<file path="config.mk">
export PLATFORM = sky130hd
export DESIGN_NAME = ins_fetch_queue
export DESIGN_NICKNAME = d
export VERILOG_FILES = /design/src/rtl/ins_fetch_queue_pkg.sv /design/src/rtl/ins_fetch_queue_fifo.sv /design/src/rtl/ins_fetch_queue.sv
export SDC_FILE = /design/constraint.sdc
export NUM_CORES = 1
export LEC_CHECK = 0
export BUFFER_PORTS_ARGS = -buffer_cell sky130_fd_sc_hd__buf_4
export CORE_UTILIZATION = 50
export CTS_CLUSTER_DIAMETER = 60
export DETAILED_ROUTE_END_ITERATION = 7
export PLACE_DENSITY = 0.85
export REMOVE_ABC_BUFFERS = 1
export SLEW_MARGIN = 20
export SYNTH_ARGS = -nofsm -noshare
export SYNTH_HDL_FRONTEND = slang
export SYNTH_HIERARCHICAL = 1
export SYNTH_SLANG_ARGS = --single-unit
</file>
<file path="constraint.sdc">
create_clock -name clk -period 2.1 [get_ports clk]
set_clock_uncertainty 0.15 [all_clocks]
set_input_delay 0.42 -clock clk [delete_from_list [all_inputs] [get_ports clk]]
set_output_delay 0.42 -clock clk [all_outputs]
set_load 0.05 [all_outputs]
</file>
<file path="src/rtl/ins_fetch_queue_pkg.sv">
// Shared constants, FSM state encoding and sizing helper for the instruction fetch queue.
package ins_fetch_queue_pkg;

  localparam logic        TRUE           = 1'b1;
  localparam logic        FALSE          = 1'b0;
  localparam int unsigned ZERO           = 0;
  localparam int unsigned DATA_IDX_RANGE = 32;

  typedef enum logic [1:0] {
    HOLD    = 2'd0,
    FETCH   = 2'd1,
    DISCARD = 2'd2
  } fetch_state_e;

  function automatic int unsigned cnt_width(input int unsigned depth);
    return $clog2(depth) + 1;
  endfunction

endpackage

</file>
<file path="src/rtl/ins_fetch_queue_fifo.sv">
// fetch_queue: parametrised synchronous FIFO with push, pop, flush, head data and count.
module fetch_queue
  import ins_fetch_queue_pkg::*;
#(
  parameter int unsigned DEPTH = 4,
  parameter int unsigned WIDTH = 65
) (
  input  logic                        clk,
  input  logic                        rst_n,
  input  logic                        push_i,
  input  logic                        pop_i,
  input  logic                        flush_i,
  input  logic [WIDTH-1:0]            din_i,
  output logic [WIDTH-1:0]            head_o,
  output logic [cnt_width(DEPTH)-1:0] count_o
);

  localparam int unsigned PW = $clog2(DEPTH);
  localparam int unsigned CW = cnt_width(DEPTH);

  logic [WIDTH-1:0] mem_q [DEPTH];
  logic [PW-1:0]    rd_ptr_q, rd_ptr_d;
  logic [PW-1:0]    wr_ptr_q, wr_ptr_d;
  logic [CW-1:0]    count_q, count_d;

  // Depth is a power of two, so pointer increments wrap naturally.
  always_comb begin
    rd_ptr_d = rd_ptr_q;
    wr_ptr_d = wr_ptr_q;
    count_d  = count_q;
    if (flush_i) begin
      rd_ptr_d = '0;
      wr_ptr_d = '0;
      count_d  = '0;
    end else begin
      if (push_i) wr_ptr_d = wr_ptr_q + PW'(1);
      if (pop_i)  rd_ptr_d = rd_ptr_q + PW'(1);
      case ({push_i, pop_i})
        2'b10:   count_d = count_q + CW'(1);
        2'b01:   count_d = count_q - CW'(1);
        default: count_d = count_q;
      endcase
    end
  end

  always_ff @(posedge clk or negedge rst_n) begin
    if (!rst_n) begin
      rd_ptr_q <= '0;
      wr_ptr_q <= '0;
      count_q  <= '0;
      for (int unsigned i = 0; i < DEPTH; i++) mem_q[i] <= '0;
    end else begin
      rd_ptr_q <= rd_ptr_d;
      wr_ptr_q <= wr_ptr_d;
      count_q  <= count_d;
      if (push_i && !flush_i) mem_q[wr_ptr_q] <= din_i;
    end
  end

  assign head_o  = mem_q[rd_ptr_q];
  assign count_o = count_q;

endmodule

</file>
<file path="src/rtl/ins_fetch_queue.sv">
// Instruction fetch front end: HOLD/FETCH/DISCARD request FSM feeding a decoupling queue.
// Optional performance counters (fetch_cnt, flush_cnt) when IF_PERF_CNT_EN is defined.
module ins_fetch_queue
  import ins_fetch_queue_pkg::*;
#(
  parameter int unsigned QUEUE_DEPTH = 4,
  parameter int unsigned ADDR_WIDTH  = 32,
  parameter int unsigned INSTR_WIDTH = 32
) (
  input  logic                   clk,
  input  logic                   rst,
  input  logic                   rdy,
  input  logic                   is_full,
  output logic                   rdy_to_fetch,
  output logic [ADDR_WIDTH-1:0]  pc_2icache,
  input  logic                   instr_valid,
  input  logic [INSTR_WIDTH-1:0] instr_from_icache,
  output logic                   valid_2pred,
  output logic [INSTR_WIDTH-1:0] instr_2pred,
  output logic [ADDR_WIDTH-1:0]  cur_pc,
  input  logic                   if_jump,
  input  logic [ADDR_WIDTH-1:0]  next_pc,
  output logic                   valid_2dsp,
  output logic                   if_jump_2dsp,
  output logic [ADDR_WIDTH-1:0]  pc_2dsp,
  output logic [INSTR_WIDTH-1:0] instr_2dsp,
  input  logic                   rollback_signal,
  input  logic [ADDR_WIDTH-1:0]  rollback_pc
`ifdef IF_PERF_CNT_EN
  ,
  output logic [31:0]            fetch_cnt,
  output logic [31:0]            flush_cnt
`endif
);

  localparam int unsigned CW = cnt_width(QUEUE_DEPTH);
  localparam int unsigned EW = ADDR_WIDTH + INSTR_WIDTH + 1;

  fetch_state_e          state_q, state_d;
  logic [ADDR_WIDTH-1:0] pc_q, pc_d;
  logic [ADDR_WIDTH-1:0] pc_2icache_q, pc_2icache_d;
  logic                  rdy_to_fetch_q, rdy_to_fetch_d;

  logic          q_push, q_pop, q_flush, q_full;
  logic [EW-1:0] q_din, q_head;
  logic [CW-1:0] q_count;

  assign q_full     = (q_count == CW'(QUEUE_DEPTH));
  assign valid_2dsp = (q_count != '0);
  assign q_din      = {pc_q, instr_from_icache, if_jump};

  assign valid_2pred = instr_valid;
  assign instr_2pred = instr_from_icache;
  assign cur_pc      = pc_q;

  assign rdy_to_fetch = rdy_to_fetch_q;
  assign pc_2icache   = pc_2icache_q;
  assign {pc_2dsp, instr_2dsp, if_jump_2dsp} = q_head;

  always_ff @(posedge clk or negedge rst) begin
    if (!rst) state_q <= HOLD;
    else      state_q <= state_d;
  end

  always_comb begin
    state_d = state_q;
    if (rdy) begin
      if (rollback_signal) begin
        state_d = (state_q == FETCH) ? DISCARD : state_q;
      end else begin
        case (state_q)
          HOLD:    if (!q_full)     state_d = FETCH;
          FETCH:   if (instr_valid) state_d = HOLD;
          DISCARD: if (instr_valid) state_d = HOLD;
          default:                  state_d = HOLD;
        endcase
      end
    end
  end

  // Rollback leaves the i-cache strobe/address untouched so an in-flight request can drain.
  always_comb begin
    pc_d           = pc_q;
    pc_2icache_d   = pc_2icache_q;
    rdy_to_fetch_d = rdy_to_fetch_q;
    q_push         = FALSE;
    q_pop          = FALSE;
    q_flush        = FALSE;
    if (rdy) begin
      if (rollback_signal) begin
        pc_d    = rollback_pc;
        q_flush = TRUE;
      end else begin
        q_pop = valid_2dsp && !is_full;
        case (state_q)
          HOLD: begin
            if (!q_full) begin
              rdy_to_fetch_d = TRUE;
              pc_2icache_d   = pc_q;
            end else begin
              rdy_to_fetch_d = FALSE;
            end
          end
          FETCH: begin
            if (instr_valid) begin
              q_push         = TRUE;
              pc_d           = next_pc;
              rdy_to_fetch_d = FALSE;
            end
          end
          DISCARD: begin
            if (instr_valid) rdy_to_fetch_d = FALSE;
          end
          default: rdy_to_fetch_d = FALSE;
        endcase
      end
    end
  end

  always_ff @(posedge clk or negedge rst) begin
    if (!rst) begin
      pc_q           <= '0;
      pc_2icache_q   <= '0;
      rdy_to_fetch_q <= FALSE;
    end else begin
      pc_q           <= pc_d;
      pc_2icache_q   <= pc_2icache_d;
      rdy_to_fetch_q <= rdy_to_fetch_d;
    end
  end

  fetch_queue #(
    .DEPTH (QUEUE_DEPTH),
    .WIDTH (EW)
  ) u_fetch_queue (
    .clk     (clk),
    .rst_n   (rst),
    .push_i  (q_push),
    .pop_i   (q_pop),
    .flush_i (q_flush),
    .din_i   (q_din),
    .head_o  (q_head),
    .count_o (q_count)
  );

`ifdef IF_PERF_CNT_EN
  logic [31:0] fetch_cnt_q, flush_cnt_q;

  always_ff @(posedge clk or negedge rst) begin
    if (!rst) begin
      fetch_cnt_q <= '0;
      flush_cnt_q <= '0;
    end else begin
      if (q_push)                 fetch_cnt_q <= fetch_cnt_q + 32'd1;
      if (rdy && rollback_signal) flush_cnt_q <= flush_cnt_q + 32'd1;
    end
  end

  assign fetch_cnt = fetch_cnt_q;
  assign flush_cnt = flush_cnt_q;
`endif

endmodule

</file>
==> metrics.md, run 1 <==
| Metric | Value |
|---|---|
| Final min period | `about 2600 ps` |
| Cts bufs inserted | `36` |
| Clock network fraction of total power | `23.2%` |
| Final nets | `approximately 1,300` |
| Die area | `just over 0.03 mm^2` |
| DR iter-0 viols | `460` |
| Max Root-Sink Buffers | `3` |
| Root Driver | `clkbuf_16` |
| Top Usage Layer GRT | `met2` |
| M3 GR Usage | `under 10%` |
| Register area | `~0.0084 mm^2` |
| Crit Path Max Fanout | `5` |
| Pint | `around 18 mW` |
| Area post-placement | `~0.018 mm^2` |
| Worst path cell trace | `buf_4 > clkbuf_16 > mux4_2 > buf_6` |
| DR pass1 iterations | `6` |
| Remaining DRCs | `0` |
| Pre-CTS setup slack | `-151.5 ps` |
| Routed vias | `8,767` |
| Grt met1 use | `between 20 and 30%` |
| Via/cell ratio | `between 5 and 6` |
| Setup TNS | `-26,800 ps` |
| Fmax achieved | `between 300 and 400 MHz` |
| Final period util | `121.9%` |
| Finished Cell Area | `0.01948 mm^2` |
| Hold crit path type | `in2reg` |
| RSZ-0062 raised after global routing | `yes` |
| Max cap viols | `0` |
| Mapped Cells | `901` |
| # fillers | `roughly 1,900` |
| Relative slew slack | `roughly 72%` |
| CTS H-tree lvls | `2` |
| Setup Crit Path Kind | `reg2out` |
| Worst Tran Pin Value | `around 420 ps` |
| Global-route wire length before repair | `52,780 um` |
| Final WL | `roughly 34,000 um` |
| CP Data Required Time | `1530 ps` |
| Dpl hpwl | `approximately 21,000 um` |
| Failing checks | `negative setup slack` |
| Status | `finished with violations` |
| Highest-count cells in the layout ignoring fill and taps | `dfrtp_1 (332), mux2_2 (250), buf_4 (233), mux2_1 (96), mux4_2 (65)` |
| Io pins | `267` |
| Critical Path Slowest Stage Cell | `mux4_2` |
| Sw frac | `about 39%` |
| Detail Route Antenna Nets | `0` |
| Netlist cell types | `36` |
| Maximum VDD drop | `about 0.0010 V` |
| CP Capture Type | `primary output` |
| Flop pwr share | `32.1%` |
| Gr ovfl total | `0` |
| Share of the yosys chip area belonging to registers | `a little under three fifths` |
| Arrival time worst endpoint | `slightly below 2000 ps` |
| Core area | `about 0.029 mm^2` |
| Layout cell share with drive strength beyond 1 | `between 60% and 70%` |
| Seq cells post-synth | `about 330` |
| Final Hold Vio Count | `0` |
| Worst path bufs/invs | `3` |
| Clk slew on worst S/H paths | `60 ps` |
| Max-slew violations | `0` |
| Post-DR wirelength/cell | `approximately 21 um` |
| Vias in the first global route | `between 9,000 and 10,000` |
| Port buffer count | `266` |
| Area growth syn-to-layout | `30.10%` |
| GRT Util Overall | `roughly 22%` |
| GRT met2 Usage | `between 30% and 40%` |
| Setup Viol. Count Final | `between 60 and 70` |
| Worst hold slack | `12.78 ps` |
| Synth warnings | `6` |
| Site Rows | `62` |
| Gpl congestion | `between 0.7 and 0.8` |
| Syn avg cell area | `16.62 um^2` |
| Largest net degree at the start of global routing | `64` |
| Tot Pwr | `approximately 29 mW` |
| Critical Path Start Type | `register` |
| Final WS setup | `-459.5 ps` |
| Die width | `between 150 and 200 um` |
| Net switching power | `around 11 mW` |
| Clock sinks | `334` |
| Multi-input gate area | `between 0.006 and 0.007 mm^2` |
| Clock latency on the worst-skew pair | `around 500 ps` |
| Logic pwr share | `around 45%` |
| Synth Cell Area | `0.01497 mm^2` |
| Slowest stage delay, CP | `slightly above 500 ps` |
| Leak | `roughly 9.4 nW` |
| PwrDens | `between 1000 and 1500 mW/mm^2` |
| Die H | `175.0 um` |
| CP top delay family | `buffers and inverters` |
| CTS tree | `yes` |
| Starting density of the core | `between 50% and 60%` |
| Most common cell after layout, fill and taps aside | `dfrtp_1` |
| Initial antenna violation count | `0` |
[path summary, 6_finish.rpt]
kind | slack (ps) | from | depth (start not counted) | endpoint
setup / recovery | -460 | u_fetch_queue/rd_ptr_q[0] | 4 | pc_2dsp[24]
hold / removal | 10 | instr_from_icache[20] | 2 | u_fetch_queue/mem_q[86]
setup reg to reg | -50 | u_fetch_queue/count_o[1] | 7 | u_fetch_queue/count_o[2]
hold reg to reg | 340 | u_fetch_queue/mem_q[128] | 1 | u_fetch_queue/mem_q[128]
max in group asynchronous | 760 | rst | 3 | cur_pc[4]
min in group asynchronous | 280 | rst | 2 | u_fetch_queue/mem_q[132]
[worst register-to-register path, delay by kind of cell (launching register included)]
kind                     cells  cell delay [ps]
adder cells (fa/ha/maj)      1              340
flip-flops                   1              370
AO/OA/AOI/OAI                1               80
AND/OR/NAND/NOR              5             1090
[per-layer routing]
| metal | vias up | share of wire, % |
|---|---|---|
| met2 | 239 | 51 |
| met4 | 0 | 1.4 |
| met5 | - | 0 |
| met1 | 4631 | 42 |
| met3 | 32 | 5.5 |
| li1 | 3865 | - |
[through the flow]
| step | utilization (%) | instances |
|---|---|---|
| 2_1_floorplan | - | 813 |
| 6_report | 66.96 | 1605 |
| 3_3_place_gp | 60.24 | 1515 |
| 3_5_place_dp | 60.24 | 1515 |
| 4_1_cts | 65.83 | 1588 |
| 5_1_grt | 66.95 | 1604 |
[power by group through the flow]
stage                     combinational (mW)  sequential, mW  clock [mW]
after CTS                               12.7            9.29        6.88
after global routing                    13.5            9.53        7.15
after global placement                  11.7            9.25           0
after detailed placement                11.9            9.36           0
after floorplan                         6.24            11.0           0
final                                   13.0            9.30        6.75
[Yosys cell counts]
cell type | instances | area, um^2
mux2_2 | 250 | 2815
clkbuf_1 | 5 | 18.77
nor2b_2 | 1 | 8.760
or3b_4 | 1 | 11.26
and2_1 | 1 | 6.260
buf_1 | 6 | 22.52
buf_4 | 38 | 285.3
nand2_1 | 7 | 26.28
mux2i_1 | 2 | 20.02
and3b_1 | 1 | 8.760
xor2_1 | 2 | 17.52
nand3_1 | 1 | 5.000
ha_1 | 6 | 75.07
xnor2_1 | 3 | 26.28
a22o_1 | 1 | 8.760
buf_2 | 13 | 65.06
nor2_1 | 7 | 26.28
nand2b_1 | 3 | 18.77
mux4_2 | 65 | 1464
dfrtp_1 | 334 | 8358
buf_8 | 1 | 15.01
fa_1 | 1 | 20.02
nor3_1 | 1 | 5.000
or3b_2 | 1 | 8.760
o2111ai_1 | 1 | 8.760
inv_1 | 4 | 15.01
buf_6 | 25 | 281.5
mux2_1 | 96 | 1081
and3_4 | 1 | 11.26
mux2_4 | 10 | 150.1
nor3b_1 | 3 | 22.52
a21o_1 | 1 | 7.510
o21ai_0 | 3 | 15.01
a41oi_1 | 2 | 17.52
or3_1 | 1 | 6.260
nor2b_1 | 3 | 18.77
[final cells by class]
| cell class | instances | share of cell area (%) |
|---|---|---|
| clock inverters | 13 | 1.143 |
| flip-flops and latches | 334 | 42.95 |
| multi-input cells | 475 | 30.83 |
| well taps | 384 | 2.467 |
| inverters | 4 | 0.07708 |
| diodes | 1 | 0.01285 |
| clock buffers | 53 | 5.421 |
| repair buffers | 341 | 17.10 |
[repair_timing]
action,4_1_cts,5_1_grt
cloned,0,10
buffers inserted,3,6
hold buffers,4,0
resized for setup,73,9
setup endpoints to repair,326,306
endpoints found under the hold margin,37,0
pin swaps,1,1
[flip-flops by register name (all words and copies together), names as in the netlist]
| register | flops |
|---|---|
| u_fetch_queue/count_o | 3 |
| u_fetch_queue/wr_ptr_q | 2 |
| cur_pc | 32 |
| pc_2icache | 32 |
| rdy_to_fetch | 1 |
| u_fetch_queue/mem_q | 260 |
| state_q | 2 |
| u_fetch_queue/rd_ptr_q | 2 |
[cell families after synthesis]
family	share of synthesized area, %
multiplexers	36.94
AO/OA/AOI/OAI	0.3845
AND/OR/NAND/NOR	1.229
flip-flops	55.82
buffers and inverters	4.697
adder cells (fa/ha/maj)	0.6351
XOR/XNOR	0.2925
Power figures use the tool's default switching activity.
==> inputs of run 2 (changes only) <==
--- a/config.mk
+++ b/config.mk
@@ -6,6 +6,7 @@
 export NUM_CORES = 1
 export LEC_CHECK = 0
 export BUFFER_PORTS_ARGS = -buffer_cell sky130_fd_sc_hd__buf_4
+export CORE_MARGIN = 2
 export CORE_UTILIZATION = 50
 export CTS_CLUSTER_DIAMETER = 60
 export DETAILED_ROUTE_END_ITERATION = 7
==> run 2 against run 1 <==
  * The run still ends with negative setup slack left
  * Die area is 2.3% higher
  * Setup slack worse by 18 ps
  * First-iteration DRC count is 0.87% lower
  * Via count is 1.7% higher
  * Non-clock buffer count is 1 higher
  * Register-to-register slack hardly changed
  * Sequential cell count stayed put
  * Count of clock-buffer cells in the layout stayed put
  * Global-route usage is 0.87 points lower
  * Combinational power hardly changed
  * Worst hold slack better by 7.0 ps
  * Clock power is 3.6% lower
  * Critical endpoint is now pc_2dsp[25]
==> metrics.md, run 2 (synthesis gave the netlist of run 1 again) <==
| Metric | Value |
|---|---|
| Status | `finished with violations` |
| Failing checks | `negative setup slack` |
| Critical Path Start Type | `register` |
| Metal3 WL | `just under 2000 um` |
| Die width | `approximately 180 um` |
| Hold crit path type | `in2reg` |
| Remaining DRCs | `0` |
| Finished Cell Area | `between 0.015 and 0.02 mm^2` |
| Gpl congestion | `roughly 0.8` |
| Final period util | `122.8%` |
| Post-layout util | `around two thirds` |
| Routed vias | `8,912` |
| Clk slew on worst S/H paths | `roughly 70 ps` |
| Most flops, register | `u_fetch_queue/mem_q` |
| CTS H-tree lvls | `2` |
| Clock sinks | `334` |
| Tot Pwr | `approximately 29 mW` |
| Largest net degree at the start of global routing | `62` |
| GRT Util Overall | `approximately a fifth` |
| Highest-count cells in the layout ignoring fill and taps | `dfrtp_1 (332), mux2_2 (250), buf_4 (237), mux2_1 (87)` |
| Maximum VDD drop | `between 0.001 and 0.0015 V` |
| Dpl hpwl | `around 21,000 um` |
| Post-Route M1 WL | `14,410 um` |
| Io pins | `267` |
| Slowest stage delay, CP | `between 500 and 600 ps` |
| Met2 WL | `roughly 17,000 um` |
| Most common cell after layout, fill and taps aside | `dfrtp_1` |
| Final nets | `~1,300` |
| Crit Path Max Fanout | `11` |
| Final WS setup | `-477.9 ps` |
| Cells on worst reg2reg path | `7` |
| Final WL | `34,230 um` |
| Vias in the first global route | `between 9,000 and 10,000` |
| Relative slew slack | `65.10%` |
| Area post-placement | `approximately 0.018 mm^2` |
| Worst Tran Pin Value | `around 520 ps` |
| CP top delay family | `multiplexers` |
| Site Rows | `63` |
| CP startpoint | `u_fetch_queue/rd_ptr_q[0]` |
| Top layer in use | `met4` |
| Via/cell ratio | `~5.5` |
| Worst path bufs/invs | `3` |
| Max cap viols | `0` |
| Die H | `~180 um` |
| Root Driver | `clkbuf_16` |
| Diode count | `0` |
| Starting density of the core | `approximately half` |
| Gr ovfl total | `0` |
| Die area | `~0.031 mm^2` |
| Worst path cell trace | `buf_12 > buf_12 > mux4_2 > buf_6` |
| Critical Path Slowest Stage Cell | `mux4_2` |
| Area growth syn-to-layout | `30.49%` |
| Crit. path cell count | `4` |
| Final Hold Vio Count | `0` |
| Clock latency on the worst-skew pair | `roughly 500 ps` |
| Largest register FFs | `260` |
| Setup Crit Path Kind | `reg2out` |
| Hold Path Sink | `u_fetch_queue/mem_q[28]` |
| Min-delay src | `instr_from_icache[27]` |
| Arrival time worst endpoint | `around 2000 ps` |
| Leak | `9.486 nW` |
| Pre-CTS setup slack | `-96.76 ps` |
| Final min period | `2578 ps` |
| # fillers | `1,992` |
| CP Data Required Time | `roughly 1500 ps` |
| CTS tree | `yes` |
| R2R Path End | `u_fetch_queue/count_o[2]` |
| Global-route wire length before repair | `between 50,000 and 60,000 um` |
| Post-DR wirelength/cell | `around 21 um` |
| Initial antenna violation count | `0` |
| Cts bufs inserted | `36` |
| Multi-input gate area | `just over 0.006 mm^2` |
| Flop-to-flop setup slack | `-40 ps` |
| Max-slew violations | `0` |
| Core area | `0.02956 mm^2` |
| Register area | `between 0.008 and 0.009 mm^2` |
| Setup Viol. Count Final | `66` |
| Port buffer count | `roughly 270` |
| PwrDens | `1473 mW/mm^2` |
| Layout cell share with drive strength beyond 1 | `slightly above 60%` |
| Detail Route Antenna Nets | `0` |
| Fmax achieved | `between 300 and 400 MHz` |
| FF-to-FF Start | `u_fetch_queue/count_o[1]` |
| Max Root-Sink Buffers | `3` |
| Most used cell along the critical path | `buf_12` |
| DR pass1 iterations | `4` |
| RSZ-0062 raised after global routing | `yes` |
| DR iter-0 viols | `456` |
| Worst hold stages | `2` |
| CP Capture Type | `primary output` |
[run 2: worst max-delay path by stage]
stage / slack [ps] / end
after detailed placement: -100 / u_fetch_queue/count_o[2]
after CTS: -510 / pc_2dsp[25]
after floorplan: -1920 / if_jump_2dsp
after global routing: -540 / pc_2dsp[25]
after global placement: -90 / u_fetch_queue/count_o[2]
final: -480 / pc_2dsp[25]
[run 2: worst reg2reg max path: stages (launching register included)]
cell,delay [ps]
dfrtp_1,380
or3_1,380
nor3b_1,160
nor2b_1,140
fa_2,350
and3b_1,210
o21ai_1,130
nor3b_2,160
[run 2: power by group]
group | internal [mW] | switching (mW) | total (mW) | leakage, nW
sequential | 8.14 | 1.15 | 9.29 | 4.38
clock | 4.02 | 2.48 | 6.51 | 0.602
combinational | 5.49 | 7.49 | 13.0 | 4.50
[run 2: repair_timing]
action                                 4_1_cts  5_1_grt
setup endpoints to repair                   66      326
endpoints found under the hold margin       45        0
resized for setup                           76       23
cloned                                       3       10
pin swaps                                    2        1
buffers inserted                             5        3
hold buffers                                 1        0
[run 2: area by class of cell]
cell class | count | share of cell area (%)
Inverter | 4 | 0.07685
Multi-Input combinational cell | 475 | 30.93
Clock buffer | 53 | 5.457
Timing Repair Buffer | 342 | 17.32
Clock inverter | 11 | 0.8966
Sequential cell | 334 | 42.82
Tap cell | 390 | 2.498
[run 2: layer usage]
metal  GRT usage (%)  up-vias
met2           36.06      255
met3           4.532       43
met4           4.442        0
met5               0        -
met1           27.57     4735
li1                -     3879
[run 2: per-stage QoR]
step                      hold slack [ps]  TNS, ps  cells
after floorplan                    -25.59  -443830    813
after global placement              252.1   -132.9   1523
after detailed placement            253.9    -1732   1523
after CTS                          0.8397   -29730   1596
after global routing                8.848   -32030   1609
final                               19.82   -27900   1609
